### config.mk
export PLATFORM = sky130hd
export DESIGN_NAME = ip_top_align_core
export DESIGN_NICKNAME = d
export VERILOG_FILES = /design/src/rtl/ip_top_align_core.sv
export SDC_FILE = /design/constraint.sdc
export NUM_CORES = 1
export LEC_CHECK = 0
export ABC_CLOCK_PERIOD_IN_PS = 5200
export BUFFER_PORTS_ARGS = -buffer_cell sky130_fd_sc_hd__clkbuf_2
export CAP_MARGIN = 10
export CORE_AREA = 2 2 199 201
export DETAILED_ROUTE_END_ITERATION = 10
export DIE_AREA = 0 0 201 203
export PLACE_DENSITY_LB_ADDON = 0.1
export SYNTH_ARGS = -nofsm -noshare
export SYNTH_HDL_FRONTEND = slang
export SYNTH_SLANG_ARGS = --single-unit
### constraint.sdc
create_clock -name clk -period 5.2 [get_ports clk]
set_input_delay 1.04 -clock clk [delete_from_list [all_inputs] [get_ports clk]]
set_output_delay 1.04 -clock clk [all_outputs]
set_load 0.02 [all_outputs]
### src/rtl/ip_top_align_core.sv
// rtl/ip_top_align_core.sv - narrow logical word port mapped onto wide single-port SRAM rows
module ip_top_align_core #(
  parameter int WIDTH      = 32,
  parameter int PARITY     = 1,
  parameter int NUMADDR    = 1024,
  parameter int BITADDR    = 10,
  parameter int NUMWRDS    = 4,
  parameter int BITWRDS    = 2,
  parameter int NUMSROW    = 256,
  parameter int BITSROW    = 8,
  parameter int SRAM_DELAY = 2,
  parameter int MEMWDTH    = WIDTH + PARITY
) (
  input  logic                         clk,
  input  logic                         rst_n,
  input  logic                         read,
  input  logic                         write,
  input  logic [BITADDR-1:0]           addr,
  input  logic [WIDTH-1:0]             din,
  output logic [WIDTH-1:0]             dout,
  output logic                         serr,
  output logic [BITWRDS+BITSROW-1:0]   padr,
  output logic                         rd_vld,
  output logic [15:0]                  serr_cnt,
  output logic                         mem_read,
  output logic                         mem_write,
  output logic [BITSROW-1:0]           mem_addr,
  output logic [NUMWRDS*MEMWDTH-1:0]   mem_bw,
  output logic [NUMWRDS*MEMWDTH-1:0]   mem_din,
  input  logic [NUMWRDS*MEMWDTH-1:0]   mem_dout
);
  // A one-word row still needs a 1-bit select internally; it is simply always zero.
  localparam int WSELW = (BITWRDS > 0) ? BITWRDS : 1;

  logic [31:0]         addr_ext;
  logic                legal;
  logic [WSELW-1:0]    req_word;
  logic [BITSROW-1:0]  req_row;
  logic [MEMWDTH-1:0]  wr_slot;

  assign addr_ext = 32'(addr);
  assign legal    = (addr_ext < 32'(NUMADDR)) && ((addr_ext / 32'(NUMWRDS)) < 32'(NUMSROW));
  assign req_word = WSELW'(addr_ext % 32'(NUMWRDS));
  assign req_row  = BITSROW'(addr_ext / 32'(NUMWRDS));

  generate
    if (PARITY != 0) begin : g_par
      assign wr_slot = {^din, din};
    end else begin : g_nopar
      assign wr_slot = din;
    end
  endgenerate

  // Write wins over a simultaneous read so the SRAM never sees both enables.
  always_comb begin
    mem_write = rst_n && legal && write;
    mem_read  = rst_n && legal && read && !write;
    mem_addr  = (mem_write || mem_read) ? req_row : '0;
    mem_bw    = '0;
    mem_din   = '0;
    if (mem_write) begin
      for (int w = 0; w < NUMWRDS; w++) begin
        mem_din[w*MEMWDTH +: MEMWDTH] = wr_slot;
        if (req_word == WSELW'(w)) mem_bw[w*MEMWDTH +: MEMWDTH] = '1;
      end
    end
  end

  logic [SRAM_DELAY-1:0] pipe_vld;
  logic [WSELW-1:0]      pipe_word [SRAM_DELAY];
  logic [BITSROW-1:0]    pipe_row  [SRAM_DELAY];

  always_ff @(posedge clk or negedge rst_n) begin
    if (!rst_n) begin
      pipe_vld <= '0;
      for (int i = 0; i < SRAM_DELAY; i++) begin
        pipe_word[i] <= '0;
        pipe_row[i]  <= '0;
      end
    end else begin
      pipe_vld[0]  <= mem_read;
      pipe_word[0] <= mem_read ? req_word : '0;
      pipe_row[0]  <= mem_read ? req_row  : '0;
      for (int i = 1; i < SRAM_DELAY; i++) begin
        pipe_vld[i]  <= pipe_vld[i-1];
        pipe_word[i] <= pipe_word[i-1];
        pipe_row[i]  <= pipe_row[i-1];
      end
    end
  end

  logic [WSELW-1:0]   out_word;
  logic [BITSROW-1:0] out_row;
  logic [MEMWDTH-1:0] out_slot;
  logic               dout_serr_mask;

  assign rd_vld   = pipe_vld[SRAM_DELAY-1];
  assign out_word = pipe_word[SRAM_DELAY-1];
  assign out_row  = pipe_row[SRAM_DELAY-1];

  always_comb begin
    out_slot = '0;
    for (int w = 0; w < NUMWRDS; w++) begin
      if (out_word == WSELW'(w)) out_slot = mem_dout[w*MEMWDTH +: MEMWDTH];
    end
  end

  assign dout           = rd_vld ? out_slot[WIDTH-1:0] : '0;
  assign dout_serr_mask = rd_vld && (PARITY != 0) && (^out_slot);
  assign serr           = dout_serr_mask;

  generate
    if (BITWRDS > 0) begin : g_padr_ws
      assign padr = rd_vld ? {out_word, out_row} : '0;
    end else begin : g_padr_row
      assign padr = rd_vld ? out_row : '0;
    end
  endgenerate

  always_ff @(posedge clk or negedge rst_n) begin
    if (!rst_n) begin
      serr_cnt <= '0;
    end else if (serr && (serr_cnt != 16'hFFFF)) begin
      serr_cnt <= serr_cnt + 16'd1;
    end
  end

endmodule

* Word level (Yosys, flattened, before mapping)
Cells that the tools add are included.
W data, S select, Z words.
** Storage, ports and cells
- Register bits :: 38
- Bits of input ports :: 178
- Output and inout port bits :: 334
** Operators by class
- Add/subtract/negate cells :: 1
- $lt $le $gt $ge :: 2
- Equality and inequality tests :: 7
- Mux-type cells :: 15
- Reduce and logical (&&, ||, !) cells :: 13
** Operators by type and width (number)
- $mux W132 :: 2
- $mux W33 :: 8
- $reduce_xor A33 Y1 :: 1
- $mux W32 :: 1
- $reduce_xor A32 Y1 :: 1
- $add A16 B1 Y16 const B :: 1
- $mux W8 :: 2
- $ne A16 B16 Y1 const B :: 1
- $lt A10 B11 Y1 const B :: 1
- $mux W10 :: 1
- $lt A8 B9 Y1 const B :: 1
- $eq A2 B2 Y1 const B :: 4
- $logic_and A1 B1 Y1 :: 7
- $eq A2 B1 Y1 const B :: 2
- $logic_not A2 Y1 :: 2
- $mux W2 :: 1
- $logic_not A1 Y1 :: 1
- $logic_or A1 B1 Y1 :: 1

* Depth between registers and ports, before layout
- Depth in word-level cells :: 8
- Depth in mapped cells :: 11

* Worst setup path after synthesis
No wires, ideal clock.
- Path kind :: input port to output port
- Start :: input port write
- End :: output port mem_bw[67]
- Arrival :: 3.795 ns
- Path slack :: 0.365 ns
- Cell stages on the path :: 3
- Path buffers :: 1
- Cell sequence :: nand2_1 nor3b_1 buf_4
** On the way
- Word-level cells in the longest chain between the ends :: 2
** Ends and longest elaborated chain
- start: declaration :: RTL line 17 : input logic write,
- $logic_and A1 B1 Y1 :: RTL line 56 : mem_write = rst_n && legal && write;
- $mux W132 :: RTL line 61 : if (mem_write) begin
- end: declaration :: RTL line 28 : output logic [NUMWRDS*MEMWDTH-1:0] mem_bw,
No other way between the ends.

* Final worst setup path
- Start :: register pipe_word (netlist bit out_word[0])
- End :: output port serr
** On the way
- Word-level cells in the longest chain between the ends :: 7
- Elaborated cells between the ends (all ways) :: 10
- Those cells by class :: eq/ne: 3; mux: 4; reduce/logical: 3
** Ends and longest elaborated chain
- start: declaration :: RTL line 70 : logic [WSELW-1:0] pipe_word [SRAM_DELAY];
- start signal: indexed assignment :: RTL line 86 : pipe_word[i] <= pipe_word[i-1];
- $logic_not A2 Y1 :: RTL line 104 : if (out_word == WSELW'(w)) out_slot = mem_dout[w*MEMWDTH +: MEMWDTH];
- $mux W33 (3 in a row) :: RTL line 104
- $mux W33 * :: RTL line 104
- $reduce_xor A33 Y1 * :: RTL line 109 : assign dout_serr_mask = rd_vld && (PARITY != 0) && (^out_slot);
- $logic_and A1 B1 Y1 * :: RTL line 109
- end: declaration :: RTL line 21 : output logic serr,
Every way passes the cells marked *; elsewhere a longest branch is shown, timed or not.

==> metrics.md <==
| Metric | Value |
|---|---|
| Status | `complete, no violations` |
| Post-CTS Resized | `0` |
| Setup bufs post-CTS | `0` |
| Unrepaired setup endpoints after global routing | `no` |
| Cell Area, Synth | `5160 µm²` |
| Achievable clock frequency | `0.211 GHz` |
| Sw power | `0.689 mW` |
| Worst hold slack | `0.346 ns` |
| Setup Viol. Count Final | `0` |
| Share of layout cells above drive strength 1 | `69.8%` |
| Commonest non-fill, non-tap cell in the layout | `clkbuf_2` |
| Maximum fanout along the worst path | `16` |
| Worst Path Required | `4.16 ns` |
| CTS Sinks | `38` |
| Placed Cells | `1,340` |
| I/O pin cnt | `512` |
| First-pass DRT Iterations | `4` |
| Clk_lat worst skew | `0.30 ns` |
| Syn-to-layout area delta | `33.2%` |
| Final WL | `20,800 µm` |
| Clock share of power | `21.9%` |
| Core area | `38,500 µm²` |
| # DRC | `0` |
| Vias | `4,533` |
| Final period utilization | `91.1%` |
| Initial DRC Count | `177` |
| Sequential share of power | `25.3%` |
| Mapped Cells | `540` |
| Nets | `1,008` |
| Post-synthesis sequential area ratio | `18.4%` |
| Hold_buf cts | `0` |
| Int Power | `0.938 mW` |
| Initial Utilization | `13.4%` |
| Setup crit start kind | `flip-flop` |
| DP HPWL | `18,200 µm` |
| Synth Net Count | `719` |
| Height of the die | `203 µm` |
| Most frequent cells in the layout | `510 x clkbuf_2, 63 x and2_1, 50 x xnor2_1, 38 x and3_1, 37 x dfrtp_1` |
| Synth Flop Type | `dfrtp_1` |
| Avg WL per Cell | `15.5 µm` |
| Gr ovfl total | `0` |
| Post-route setup TNS | `0 ns` |
| Vias in the first global route | `4,548` |
| LEAKAGE | `3.89 nW` |
| Row count | `72` |
| Inserted Clock Buffers | `5` |
| RD Place Congestion | `0.785` |
| Die ar. | `40,800 µm²` |
| Non-filler cells, final | `1,348` |
| EDFF count, synth | `0` |
| GRT Overall Usage | `9.60%` |
| CTS max path bufs | `2` |
| Net switching fraction of the power | `42.4%` |
| Distinct cells, synth | `34` |
| Slew Viols, Final | `0` |
| Finished Cell Area | `6870 µm²` |
| Rel. slew slack | `40.2%` |
| Largest net degree at the start of global routing | `56` |
| Clock skew | `0.0110 ns` |
| Period minus WS final | `4.74 ns` |
| Final hold vios | `0` |
| Final ANT Viol Nets | `0` |
| Max-cap violations | `0` |
| Htree depth | `2` |
| Syn. warnings | `0` |
| Power share of the combinational group | `52.9%` |
| Die X | `201 µm` |
| Post-synth ARST share | `100%` |
| CTS tree | `yes` |
| Hold WC Path Type | `flip-flop to flip-flop` |
| Power Density | `237 nW/µm²` |
| Port Buffers | `511` |
| # diodes | `0` |
| Syn Area/Cell | `9.55 µm²` |
| Pwr Total | `1.63 mW` |
| Worst setup path class | `flip-flop to output pin` |
| Worst-Margin Slew | `0.897 ns` |
| Clk root buf | `clkbuf_16` |
| First-pass GRT wire length | `29,500 µm` |
| Worst vdd ir | `0.130 mV` |
| Clk pin slew, worst setup/hold paths | `0.05 ns` |
| Initial antenna violation count | `0` |
| Crit path capture type | `output pin` |
| Crit path DAT | `3.70 ns` |
| Flops & latches, synth | `38` |
| Vias per inst | `3.36` |
| Area after DPL | `6700 µm²` |
==> cell type report <==
class,instances,area (µm²)
Clock buffer,5,125
Clock inverter,3,40.0
Fill cell,4443,31600
Inverter,2,7.51
Multi-Input combinational cell,253,2390
Sequential cell,38,952
Tap cell,518,648
Timing Repair Buffer,529,2710
==> through the flow <==
stage                     utilization, %  setup slack, ns
after floorplan                        -            0.365
after global placement              17.4            0.485
after detailed placement            17.4            0.454
after CTS                           17.9            0.206
after global routing                17.9            0.111
final                               17.9            0.465
==> power groups by stage <==
stage          sequential (mW)  clock, mW  combinational, mW
2_1_floorplan            0.456          0              0.601
3_3_place_gp             0.421          0              0.887
3_5_place_dp             0.419          0              0.882
4_1_cts                  0.414      0.382              0.887
5_1_grt                  0.422      0.393              0.932
6_report                 0.411      0.356              0.860
==> flip-flops by register name (all words and copies together), names as in the netlist <==
signal,flops
out_row,8
out_word,2
serr_cnt,16
pipe_row,8
pipe_word,2
pipe_vld,2
==> synth_stat cells, types with 2 or more instances <==
library cell,count,area [µm²]
buf_4,230,1730
and2_1,63,394
xnor2_1,50,438
and3_1,38,238
dfrtp_1,38,951
mux4_2,29,653
xor2_1,19,166
clkbuf_1,12,45.0
nor2_1,12,45.0
nand2_1,8,30.0
nand3_1,5,25.0
mux4_1,4,105
nand4_1,3,18.8
xnor2_2,3,48.8
a31oi_1,2,12.5
buf_2,2,10.0
buf_6,2,22.5
inv_1,2,7.51
nor3_2,2,20.0
nor3b_1,2,15.0
==> cell families (layout without fill, tap and decap cells) <==
family,after synthesis,in the layout,share of synthesized area (%)
multiplexers,37,37,15.9
flip-flops,38,38,18.4
XOR/XNOR,74,74,13.6
AO/OA/AOI/OAI,4,4,0.558
buffers and inverters,249,539,35.5
adder cells (fa/ha/maj),1,1,0.243
AND/OR/NAND/NOR,137,137,15.7
==> final timing paths <==
check	slack, ns	start	end	cells after the start
hold / removal	0.35	pipe_row[9]$_DFF_PN0_	out_row[1]$_DFF_PN0_	0
setup reg to reg	1.55	out_word[0]$_DFF_PN0_	serr_cnt[1]$_DFFE_PN0P_	8
hold reg to reg	0.35	pipe_row[9]$_DFF_PN0_	out_row[1]$_DFF_PN0_	0
max in group asynchronous	3.85	rst_n	out_word[0]$_DFF_PN0_	2
setup / recovery	0.46	out_word[0]$_DFF_PN0_	serr	9
min in group asynchronous	0.71	rst_n	serr_cnt[8]$_DFFE_PN0P_	1
==> per-layer routing <==
layer  global-route usage, %  vias up  share of wire (%)
met1                    10.0     2074                 35
met4                    2.46        0                1.0
met2                    19.2      316                 55
li1                        -     2135                  -
met3                    1.99        8                8.8
met5                       0        -                  0
==> worst max-delay path, cell delays in order, from the launching register on <==
cell and delay (ns):
dfrtp_2 0.70, buf_4 0.28, mux4_2 0.57, xnor2_2 0.18, xnor2_1 0.14, xnor2_1 0.40
xnor3_2 0.52, xnor2_2 0.23, and2_1 0.19, clkbuf_2 0.18
Power figures use the tool's default switching activity.
